### src/rtl/svpwm_modulator_if.sv
// Command/status bundle between the inverse Park stage and the SVPWM modulator.
// The master side drives the alpha/beta command and start strobe, and the slave side returns duties and gates.
interface svpwm_modulator_if #(
    parameter int D_WIDTH   = 32,
    parameter int CNT_WIDTH = 16
);
    logic signed [D_WIDTH-1:0] alpha;
    logic signed [D_WIDTH-1:0] beta;
    logic                      start;
    logic                      busy;
    logic                      done;
    logic [CNT_WIDTH-1:0]      duty_a;
    logic [CNT_WIDTH-1:0]      duty_b;
    logic [CNT_WIDTH-1:0]      duty_c;
    logic                      pwm_a;
    logic                      pwm_b;
    logic                      pwm_c;
    logic                      pwm_sync;

    modport master (
        output alpha, beta, start,
        input  busy, done, duty_a, duty_b, duty_c, pwm_a, pwm_b, pwm_c, pwm_sync
    );

    modport slave (
        input  alpha, beta, start,
        output busy, done, duty_a, duty_b, duty_c, pwm_a, pwm_b, pwm_c, pwm_sync
    );
endinterface

### src/rtl/svpwm_modulator.sv
// Inverse Clarke, min-max zero-sequence injection and duty scaling, feeding a
// center-aligned three-phase PWM with duties double-buffered at carrier zero.
module svpwm_modulator #(
    parameter int D_WIDTH   = 32,
    parameter int Q_BITS    = 10,
    parameter int CNT_WIDTH = 16,
    parameter int PWM_HALF  = 1000,
    parameter int SQRT3_2   = 887
) (
    input  logic               clk,
    input  logic               rst,
    svpwm_modulator_if.slave   bus_io
);
    localparam int PW = 2 * D_WIDTH;
    localparam int VW = D_WIDTH + 1;
    localparam int SW = VW + CNT_WIDTH + 1;
    localparam logic [CNT_WIDTH-1:0]  ZERO_C  = CNT_WIDTH'(0);
    localparam logic [CNT_WIDTH-1:0]  ONE_C   = CNT_WIDTH'(1);
    localparam logic [CNT_WIDTH-1:0]  HALF_C  = CNT_WIDTH'(PWM_HALF);
    localparam logic [CNT_WIDTH-1:0]  TOPM1_C = CNT_WIDTH'(PWM_HALF - 1);
    localparam logic [CNT_WIDTH-1:0]  MID_C   = CNT_WIDTH'(PWM_HALF / 2);
    localparam logic signed [PW-1:0]  K_S     = PW'(SQRT3_2);
    localparam logic signed [SW-1:0]  ZERO_S  = SW'(0);
    localparam logic signed [SW-1:0]  MID_S   = SW'(PWM_HALF / 2);
    localparam logic signed [SW-1:0]  HALF_S  = SW'(PWM_HALF);

    typedef enum logic [1:0] {S_IDLE = 2'd0, S_CLARKE = 2'd1, S_INJECT = 2'd2, S_SCALE = 2'd3} state_t;

    state_t state_q, state_d;
    logic signed [D_WIDTH-1:0] alpha_q, beta_q;
    logic signed [D_WIDTH-1:0] va_q, vb_q, vc_q, vb_d, vc_d;
    logic signed [VW-1:0]      wa_q, wb_q, wc_q, wa_d, wb_d, wc_d;
    logic signed [PW-1:0]      p_s, nh_s, sb_s;
    logic signed [D_WIDTH-1:0] mx_s, mn_s;
    logic signed [VW-1:0]      off_s;
    logic [CNT_WIDTH-1:0]      sh_a_q, sh_b_q, sh_c_q, act_a_q, act_b_q, act_c_q;
    logic [CNT_WIDTH-1:0]      act_a_s, act_b_s, act_c_s, cnt_q, cnt_d;
    logic                      dir_up_q, dir_up_d, sync_d;
    logic                      busy_q, done_q, pwm_a_q, pwm_b_q, pwm_c_q, sync_q;

    // Maps an injected phase voltage to a duty count, floor-rounded and saturated.
    function automatic logic [CNT_WIDTH-1:0] scale_duty(input logic signed [VW-1:0] v);
        logic signed [SW-1:0] prod_s;
        logic signed [SW-1:0] d_s;
        prod_s = SW'(v) * MID_S;
        d_s    = MID_S + (prod_s >>> Q_BITS);
        if (d_s < ZERO_S) begin
            scale_duty = ZERO_C;
        end else if (d_s > HALF_S) begin
            scale_duty = HALF_C;
        end else begin
            scale_duty = d_s[CNT_WIDTH-1:0];
        end
    endfunction

    // Sequencer next state: one cycle per stage, start ignored outside IDLE.
    always_comb begin
        state_d = state_q;
        case (state_q)
            S_IDLE:   state_d = bus_io.start ? S_CLARKE : S_IDLE;
            S_CLARKE: state_d = S_INJECT;
            S_INJECT: state_d = S_SCALE;
            S_SCALE:  state_d = S_IDLE;
            default:  state_d = S_IDLE;
        endcase
    end

    // Inverse Clarke and min-max injection, both computed at double width before narrowing.
    always_comb begin
        p_s   = K_S * PW'(beta_q);
        nh_s  = (-PW'(alpha_q)) >>> 1;
        sb_s  = p_s >>> Q_BITS;
        vb_d  = D_WIDTH'(nh_s + sb_s);
        vc_d  = D_WIDTH'(nh_s - sb_s);
        mx_s  = (va_q > vb_q) ? va_q : vb_q;
        mx_s  = (mx_s > vc_q) ? mx_s : vc_q;
        mn_s  = (va_q < vb_q) ? va_q : vb_q;
        mn_s  = (mn_s < vc_q) ? mn_s : vc_q;
        off_s = (VW'(mx_s) + VW'(mn_s)) >>> 1;
        wa_d  = VW'(va_q) - off_s;
        wb_d  = VW'(vb_q) - off_s;
        wc_d  = VW'(vc_q) - off_s;
    end

    // Carrier stepping and compare; at carrier zero the shadow value is already the one in force.
    always_comb begin
        cnt_d    = cnt_q;
        dir_up_d = dir_up_q;
        if (dir_up_q) begin
            cnt_d    = cnt_q + ONE_C;
            dir_up_d = (cnt_q != TOPM1_C);
        end else begin
            cnt_d    = cnt_q - ONE_C;
            dir_up_d = (cnt_q == ONE_C);
        end
        sync_d  = (cnt_q == ZERO_C);
        act_a_s = sync_d ? sh_a_q : act_a_q;
        act_b_s = sync_d ? sh_b_q : act_b_q;
        act_c_s = sync_d ? sh_c_q : act_c_q;
    end

    // Sequencer and datapath registers.
    always_ff @(posedge clk) begin
        if (rst) begin
            state_q <= S_IDLE;
            busy_q  <= 1'b0;
            done_q  <= 1'b0;
            alpha_q <= '0;
            beta_q  <= '0;
            va_q    <= '0;
            vb_q    <= '0;
            vc_q    <= '0;
            wa_q    <= '0;
            wb_q    <= '0;
            wc_q    <= '0;
            sh_a_q  <= MID_C;
            sh_b_q  <= MID_C;
            sh_c_q  <= MID_C;
        end else begin
            state_q <= state_d;
            busy_q  <= (state_d != S_IDLE);
            done_q  <= (state_q == S_SCALE);
            if (state_q == S_IDLE && bus_io.start) begin
                alpha_q <= bus_io.alpha;
                beta_q  <= bus_io.beta;
            end
            if (state_q == S_CLARKE) begin
                va_q <= alpha_q;
                vb_q <= vb_d;
                vc_q <= vc_d;
            end
            if (state_q == S_INJECT) begin
                wa_q <= wa_d;
                wb_q <= wb_d;
                wc_q <= wc_d;
            end
            if (state_q == S_SCALE) begin
                sh_a_q <= scale_duty(wa_q);
                sh_b_q <= scale_duty(wb_q);
                sh_c_q <= scale_duty(wc_q);
            end
        end
    end

    // Carrier, active duty buffers and registered gate outputs; full-scale duty forces the gate high.
    always_ff @(posedge clk) begin
        if (rst) begin
            cnt_q    <= ZERO_C;
            dir_up_q <= 1'b1;
            act_a_q  <= MID_C;
            act_b_q  <= MID_C;
            act_c_q  <= MID_C;
            pwm_a_q  <= 1'b0;
            pwm_b_q  <= 1'b0;
            pwm_c_q  <= 1'b0;
            sync_q   <= 1'b0;
        end else begin
            cnt_q    <= cnt_d;
            dir_up_q <= dir_up_d;
            act_a_q  <= act_a_s;
            act_b_q  <= act_b_s;
            act_c_q  <= act_c_s;
            pwm_a_q  <= (cnt_q < act_a_s) || (act_a_s >= HALF_C);
            pwm_b_q  <= (cnt_q < act_b_s) || (act_b_s >= HALF_C);
            pwm_c_q  <= (cnt_q < act_c_s) || (act_c_s >= HALF_C);
            sync_q   <= sync_d;
        end
    end

    assign bus_io.busy     = busy_q;
    assign bus_io.done     = done_q;
    assign bus_io.duty_a   = sh_a_q;
    assign bus_io.duty_b   = sh_b_q;
    assign bus_io.duty_c   = sh_c_q;
    assign bus_io.pwm_a    = pwm_a_q;
    assign bus_io.pwm_b    = pwm_b_q;
    assign bus_io.pwm_c    = pwm_c_q;
    assign bus_io.pwm_sync = sync_q;
endmodule

### src/flat_wrapper.sv
// flat-port wrapper written by rule: the top's interface ports become plain ports
module svpwm_modulator_flat 
#(
    parameter int D_WIDTH   = 32,
    parameter int Q_BITS    = 10,
    parameter int CNT_WIDTH = 16,
    parameter int PWM_HALF  = 1000,
    parameter int SQRT3_2   = 887
)
  (clk, rst, bus_io_alpha, bus_io_beta, bus_io_start, bus_io_busy, bus_io_done, bus_io_duty_a, bus_io_duty_b, bus_io_duty_c, bus_io_pwm_a, bus_io_pwm_b, bus_io_pwm_c, bus_io_pwm_sync);
  svpwm_modulator_if #(.D_WIDTH(D_WIDTH), .CNT_WIDTH(CNT_WIDTH)) bus_io_i ();
  input  logic clk;
  input  logic rst;
  input wire logic [$bits(bus_io_i.alpha)-1:0] bus_io_alpha;
  input wire logic [$bits(bus_io_i.beta)-1:0] bus_io_beta;
  input wire logic [$bits(bus_io_i.start)-1:0] bus_io_start;
  output wire logic [$bits(bus_io_i.busy)-1:0] bus_io_busy;
  output wire logic [$bits(bus_io_i.done)-1:0] bus_io_done;
  output wire logic [$bits(bus_io_i.duty_a)-1:0] bus_io_duty_a;
  output wire logic [$bits(bus_io_i.duty_b)-1:0] bus_io_duty_b;
  output wire logic [$bits(bus_io_i.duty_c)-1:0] bus_io_duty_c;
  output wire logic [$bits(bus_io_i.pwm_a)-1:0] bus_io_pwm_a;
  output wire logic [$bits(bus_io_i.pwm_b)-1:0] bus_io_pwm_b;
  output wire logic [$bits(bus_io_i.pwm_c)-1:0] bus_io_pwm_c;
  output wire logic [$bits(bus_io_i.pwm_sync)-1:0] bus_io_pwm_sync;
  assign bus_io_i.alpha = bus_io_alpha;
  assign bus_io_i.beta = bus_io_beta;
  assign bus_io_i.start = bus_io_start;
  assign bus_io_busy = bus_io_i.busy;
  assign bus_io_done = bus_io_i.done;
  assign bus_io_duty_a = bus_io_i.duty_a;
  assign bus_io_duty_b = bus_io_i.duty_b;
  assign bus_io_duty_c = bus_io_i.duty_c;
  assign bus_io_pwm_a = bus_io_i.pwm_a;
  assign bus_io_pwm_b = bus_io_i.pwm_b;
  assign bus_io_pwm_c = bus_io_i.pwm_c;
  assign bus_io_pwm_sync = bus_io_i.pwm_sync;
  svpwm_modulator #(.D_WIDTH(D_WIDTH), .Q_BITS(Q_BITS), .CNT_WIDTH(CNT_WIDTH), .PWM_HALF(PWM_HALF), .SQRT3_2(SQRT3_2)) u_core (.clk(clk), .rst(rst), .bus_io(bus_io_i));
endmodule
### config.mk
export PLATFORM = sky130hd
export DESIGN_NAME = svpwm_modulator_flat
export DESIGN_NICKNAME = d
export VERILOG_FILES = /design/src/rtl/svpwm_modulator_if.sv /design/src/rtl/svpwm_modulator.sv /design/src/flat_wrapper.sv
export SDC_FILE = /design/constraint.sdc
export NUM_CORES = 2
export LEC_CHECK = 0
export BUFFER_PORTS_ARGS = -buffer_cell sky130_fd_sc_hd__buf_2
export CELL_PAD_IN_SITES_DETAIL_PLACEMENT = 1
export CELL_PAD_IN_SITES_GLOBAL_PLACEMENT = 1
export CORE_MARGIN = 2
export CORE_UTILIZATION = 45
export CTS_CLUSTER_DIAMETER = 40
export DETAILED_ROUTE_END_ITERATION = 7
export PLACE_DENSITY = 0.82
export SYNTH_ARGS = -nofsm -noshare
export SYNTH_HDL_FRONTEND = slang
export SYNTH_SLANG_ARGS = --single-unit
export TNS_END_PERCENT = 20
### constraint.sdc
create_clock -name clk -period 12.2 [get_ports clk]
set_input_delay 0.61 -clock clk [delete_from_list [all_inputs] [get_ports clk]]
set_output_delay 0.61 -clock clk [all_outputs]
set_load 0.01 [all_outputs]
# Word-level counts from Yosys, hierarchy flattened
# Cells that the tools add are included.
# W data, S select, Z words.
[totals] word_cells=84 output_inout_bits=54 in_bits=67 register_bits=380
[classes] mux=17 mul=4 magnitude_cmp=16 n_addsub=12 eq_ne=5 reduce_logical=7
[ops] operator="$mux W16" count=10
[ops] operator="$gt A50 B11 Y1 const B" count=3
[ops] operator="$lt A50 B1 Y1 const B" count=3
[ops] operator="$mux W32" count=4
[ops] operator="$mul A33 B8 Y41 const B" count=3
[ops] operator="$add A10 B33 Y34 const A" count=3
[ops] operator="$sub A32 B32 Y33" count=3
[ops] operator="$gt A32 B32 Y1" count=2
[ops] operator="$lt A32 B32 Y1" count=2
[ops] operator="$ge A16 B10 Y1 const B" count=3
[ops] operator="$lt A16 B16 Y1" count=3
[ops] operator="$mul A11 B32 Y42 const A" count=1
[ops] operator="$add A32 B32 Y33" count=1
[ops] operator="$neg A32 Y33" count=1
[ops] operator="$add A32 B32 Y32" count=1
[ops] operator="$sub A32 B32 Y32" count=1
[ops] operator="$add A16 B1 Y16 const B" count=1
[ops] operator="$eq A16 B1 Y1 const B" count=1
[ops] operator="$logic_not A16 Y1" count=1
[ops] operator="$ne A16 B10 Y1 const B" count=1
[ops] operator="$sub A16 B1 Y16 const B" count=1
[ops] operator="$pmux W2 S4" count=1
[ops] operator="$eq A2 B2 Y1 const B" count=2
[ops] operator="$logic_or A1 B1 Y1" count=3
[ops] operator="5 further kinds" count=6

# Depth between registers and ports, before layout
[logic_depth] word_depth=6 depth_mapped=53 depth_no_buf=47

# Worst setup path after synthesis
# OpenSTA, ideal clock, no wires.
[synth_timing] path_type="register to register" startpoint="register u_core.vb_q[18]" endpoint="register u_core.wc_q[30]" n_path_buf=6 arrival_time_ns=10.654 setup_ns=0.116 path_stages_with_launch=52 t_required_ns=12.084 setup_slack_ns=1.430 synth_period_minus_slack_ns=10.770 path_cell_list="dfxtp_1 -> clkbuf_1 -> inv_1 -> ha_1 -> nand2_1 -> o21ai_0 -> a221o_1 -> o21ai_0 -> o311a_1 -> clkbuf_1 -> nand2b_1 -> clkbuf_1 -> buf_1 -> mux2i_1 -> inv_1 -> ha_1 -> nor2b_1 -> o211ai_1 -> [16 not listed] -> xnor2_1 -> ha_1 -> or3_1 -> o21ai_0 -> a21oi_1 -> a311oi_1 -> maj3_1 -> o41ai_1 -> a21oi_1 -> a2111oi_0 -> a311oi_1 -> o31a_1 -> a311o_1 -> maj3_1 -> o21bai_1 -> a31oi_1 -> mux2i_1 -> a31o_2"
[synth_via] elab_chain_cells=6 elab_cells_between_ends=10 cone_classes="add/sub (2); order compare (4); mux (4)"
[synth_rtl] element="from (decl)" line="svpwm_modulator.sv:31" text="logic signed [D_WIDTH-1:0] va_q, vb_q, vc_q, vb_d, vc_d;"
[synth_rtl] element="from (signal assigned)" line="svpwm_modulator.sv:129" text="vb_q <= vb_d;"
[synth_rtl] element="$gt A32 B32 Y1 or $lt A32 B32 Y1 (tied branches)" line="svpwm_modulator.sv:75, svpwm_modulator.sv:77"
[synth_rtl] element="$mux W32 (on tied branches)" line="svpwm_modulator.sv:75, svpwm_modulator.sv:77"
[synth_rtl] element="$gt A32 B32 Y1 or $lt A32 B32 Y1 (tied branches)" line="svpwm_modulator.sv:76, svpwm_modulator.sv:78"
[synth_rtl] element="$mux W32 (on tied branches)" line="svpwm_modulator.sv:76, svpwm_modulator.sv:78"
[synth_rtl] element="$add A32 B32 Y33 (*)" line="svpwm_modulator.sv:79" text="off_s = (VW'(mx_s) + VW'(mn_s)) >>> 1;"
[synth_rtl] element="$sub A32 B32 Y33 (*)" line="svpwm_modulator.sv:82" text="wc_d = VW'(vc_q) - off_s;"
[synth_rtl] element="to (signal assigned)" line="svpwm_modulator.sv:135" text="wc_q <= wc_d;"
[synth_rtl] element="to (decl)" line="svpwm_modulator.sv:32" text="logic signed [VW-1:0] wa_q, wb_q, wc_q, wa_d, wb_d, wc_d;"
# Every way passes the cells marked *; elsewhere a longest branch is shown, timed or not.
# A chain may end at the register's enable or synchronous reset.

# Final worst setup path
[layout_timing] startpoint="register u_core.vb_q[15]" endpoint="register u_core.wc_q[30]"
# The elaborated chain is that of the path after synthesis.

==> key figures <==
Outcome
  • Result of the run: completed

Critical path
  • Data required time at the worst endpoint: 12.76 ns
  • CP Capture Type: flip-flop
  • Highest cell delay on the worst timing path: 0.46 ns
  • Worst Reg2Reg Path Length in Cells: 47
  • Crit-path max FO: 36
  • CP arrival: between 10 and 15 ns
  • Type of element launching the critical path: flip-flop
  • Worst path bufs/invs: 6
  • Critical Path Stages: 47
  • Category of cells accounting for the largest share of critical-path delay: compound AO/OA/AOI/OAI gates
  • Slowest cell on the critical path: nor4_1
  • Critical path type: flip-flop to flip-flop
  • R2R Setup Slk: 0.68 ns

Routing
  • 1st-iter DRT viols: 2500
  • Wire length per cell: between 20 and 25 um
  • Post-detailed-routing wire length: 162 mm
  • Number of vias after detailed routing: 44300
  • Residual DRC: 0
  • Vias per cell: just under 6
  • Drt pass-1 iters: 5
  • Antenna-violating nets left: 0

Timing
  • Number of max-slew violations in the final report: 0
  • Period utilization: 0.944
  • Max-slew headroom at the worst pin: 0.214
  • Total negative slack for setup checks: 0 ns
  • Setup Skew: 0.0634 ns
  • Transition at the pin with the smallest max-transition slack: 1.17 ns
  • Setup ws final: 0.679 ns
  • Min Clock Period, post-route: 11.52 ns
  • Highest attainable clock frequency: 86.8 MHz
  • Final setup vio count: 0
  • Final hold violation count: 0
  • Setup repair after global routing missed its margin: false

Hold path
  • Hold crit path type: input port to flip-flop
  • Hold Path Depth: 3

CTS
  • Number of buffers added to fix hold violations after cts: 0
  • CTS tree: yes
  • Clock Path Buffers: 3
  • # H-tree levels: 3
  • Clock net sink count: approximately 380
  • Number of buffers created by CTS: 78
  • Root buffer selected by CTS: clkbuf_16
  • Clock latency at the later pin of the worst-skew pair: 0.69 ns
  • Clock transition at the register clock pins on the worst setup and hold paths after CTS: 0.06 ns

Synthesis
  • Area share of and/or/nand/nor cells after synthesis: 0.148
  • Area fraction in compound gates after synthesis: 0.149
  • Dominant combinational cell family by area after synthesis: adder cells
  • Commonest register cell after synthesis: dfxtp_1
  • Async set or reset register ratio after synthesis: 0
  • Synth Net Count: 7393
  • Cell area after synthesis: 0.0529 mm2
  • Gate Count Post-Synth: 5984
  • Count of state elements after synthesis: approximately 380
  • Post-synthesis share of cell area spent on xor and xnor gates: 0.0634
  • Share of the yosys chip area belonging to registers: 0.143
  • Count of cell types in the netlist: between 100 and 150
  • Average size of a mapped cell: between 8 and 9 um2
  • Number of enable flip-flop cells after synthesis: 0
  • Adder and majority cell fraction of the synthesized area: 0.401
  • Number of warnings reported in the yosys synthesis log: 0
  • Multiplexer area fraction after synthesis: 0.0386

GRT
  • Vias in the first global route: 48200
  • Grt total ovfl: 0
  • Largest net degree at the start of global routing: 120
  • Antenna violations before repair: 1
  • Global routing usage summed across all routing layers: 0.268
  • Wire length of the first global-routing pass: 260 mm

Placed design
  • Routability congestion estimate from global placement: a little over 0.9
  • Count of input and output buffers: 120
  • Placed wire-length estimate: 131 mm
  • Worst slack after detailed placement: 0.666 ns

Flow run
  • # Max-Cap Violations: 0

Floorplanning
  • Placement Rows: 125
  • Overall die area: 0.120 mm2
  • Initial core utilization: 0.454
  • Number of top-level design ports: 121
  • Core region area: 0.116 mm2
  • Die Height: ~350 um
  • Chip Width: 347 um

Finish
  • Storage element area: approximately 0.0076 mm2
  • Share of cells above drive strength 1: 0.0681
  • Number of diodes: 0
  • Count of filler cells inserted in the layout: 13700
  • Leading cell types in the layout, fill and taps excluded: 773 x ha_1, 630 x inv_1, 567 x fa_1
  • Final nets: around 7500
  • Area occupied by multi-input gates: around 0.042 mm2
  • Growth of design area from synthesis to finish: 9.38%
  • Most common cell after layout, fill and taps aside: ha_1
cell usage after synthesis, types with 13 or more instances:
library cell / number / area share
a211oi_1: 85 / 0.012
a21boi_0: 14 / 0.0020
a2111oi_0: 16 / 0.0027
dfxtp_1: 378 / 0.14
inv_1: 630 / 0.045
xor2_1: 110 / 0.018
a21oi_1: 406 / 0.038
nand3_1: 95 / 0.0090
and3_1: 42 / 0.0050
nand3b_1: 17 / 0.0024
and2_1: 51 / 0.0060
clkbuf_1: 131 / 0.0093
nor3_1: 119 / 0.011
nor3b_1: 13 / 0.0018
a31oi_1: 37 / 0.0044
nand2_1: 416 / 0.030
nand4_1: 42 / 0.0050
o21a_1: 65 / 0.0092
or3_1: 50 / 0.0059
mux2_2: 30 / 0.0064
buf_1: 36 / 0.0026
fa_1: 567 / 0.21
nand2b_1: 54 / 0.0064
ha_1: 775 / 0.18
o21bai_1: 37 / 0.0053
nor2_1: 565 / 0.040
a21o_1: 66 / 0.0094
nor4_1: 36 / 0.0043
or4_1: 17 / 0.0024
or2_2: 31 / 0.0037
xnor2_1: 271 / 0.045
a31o_2: 13 / 0.0022
nor2b_1: 66 / 0.0078
o21ai_0: 214 / 0.020
a311oi_1: 17 / 0.0028
mux2i_1: 170 / 0.032
o31ai_1: 28 / 0.0040
o211ai_1: 39 / 0.0055
cells by family after synthesis:
logic type / Yosys count
and+or+nand+nor: 1653
adders and majority gates: 1354
AOI/OAI and AO/OA: 1215
buffers and inverters: 802
xor gates and xnor gates: 382
DFF: 378
muxes: 200
layout make-up:
| cell class | count | share of cell area |
|---|---|---|
| well taps | 1524 | 0.0330 |
| clock buffers | 93 | 0.0369 |
| flip-flops and latches | 378 | 0.131 |
| inverters | 631 | 0.0410 |
| clock inverters | 47 | 0.00894 |
| repair buffers | 167 | 0.0169 |
| multi-input cells | 4804 | 0.732 |
worst paths after layout:
path                                           endpoint                             startpoint
hold reg to reg   u_core.bus_io.duty_b[11]$_SDFFE_PP0P_  u_core.bus_io.duty_b[11]$_SDFFE_PP0P_
setup / recovery           u_core.wc_q[30]$_SDFFE_PP0P_           u_core.vb_q[15]$_SDFFE_PP0N_
hold / removal           u_core.beta_q[30]$_SDFFE_PP0P_                        bus_io_beta[30]
setup reg to reg           u_core.wc_q[30]$_SDFFE_PP0P_           u_core.vb_q[15]$_SDFFE_PP0N_
tightest hold or removal path, cell delays in order:
cell and delay (ns):
buf_2 0.10, nand2_1 0.05, a21oi_1 0.05
registers in the layout, indices dropped and copies added, names as in the netlist, 31 cells and up:
register,count
u_core.vb_q,31
u_core.wb_q,32
u_core.alpha_q,32
u_core.wc_q,33
u_core.vc_q,32
u_core.wa_q,33
u_core.va_q,32
u_core.beta_q,32
repair_timing:
action	4_1_cts	5_1_grt
endpoints found under the setup margin	0	13
buffers inserted	0	2
resized for setup	0	3
per-layer routing:
layer | vias to the layer above | routed length (um) | track usage
li1 | 20800 | - | -
met3 | 294 | 6590 | 0.0325
met1 | 22300 | 71100 | 0.341
met2 | 936 | 79000 | 0.469
met4 | 2 | 5290 | 0.0857
met5 | - | 7 | 0
through the flow:
| step | cell area, um2 | hold WS (ns) | std cells | utilization |
|---|---|---|---|---|
| 6_report | 57800 | 0.167 | 7644 | 0.497 |
| 5_1_grt | 57800 | 0.148 | 7644 | 0.497 |
| 3_3_place_gp | 55100 | 0.459 | 7502 | 0.474 |
| 4_1_cts | 57800 | 0.119 | 7642 | 0.497 |
| 3_5_place_dp | 55100 | 0.465 | 7502 | 0.474 |
| 2_1_floorplan | 52900 | 0.449 | 5984 | - |
Power is left out: the tool's default activity adds up to more than one toggle a clock period on the data nets, which glitch-free logic cannot reach.
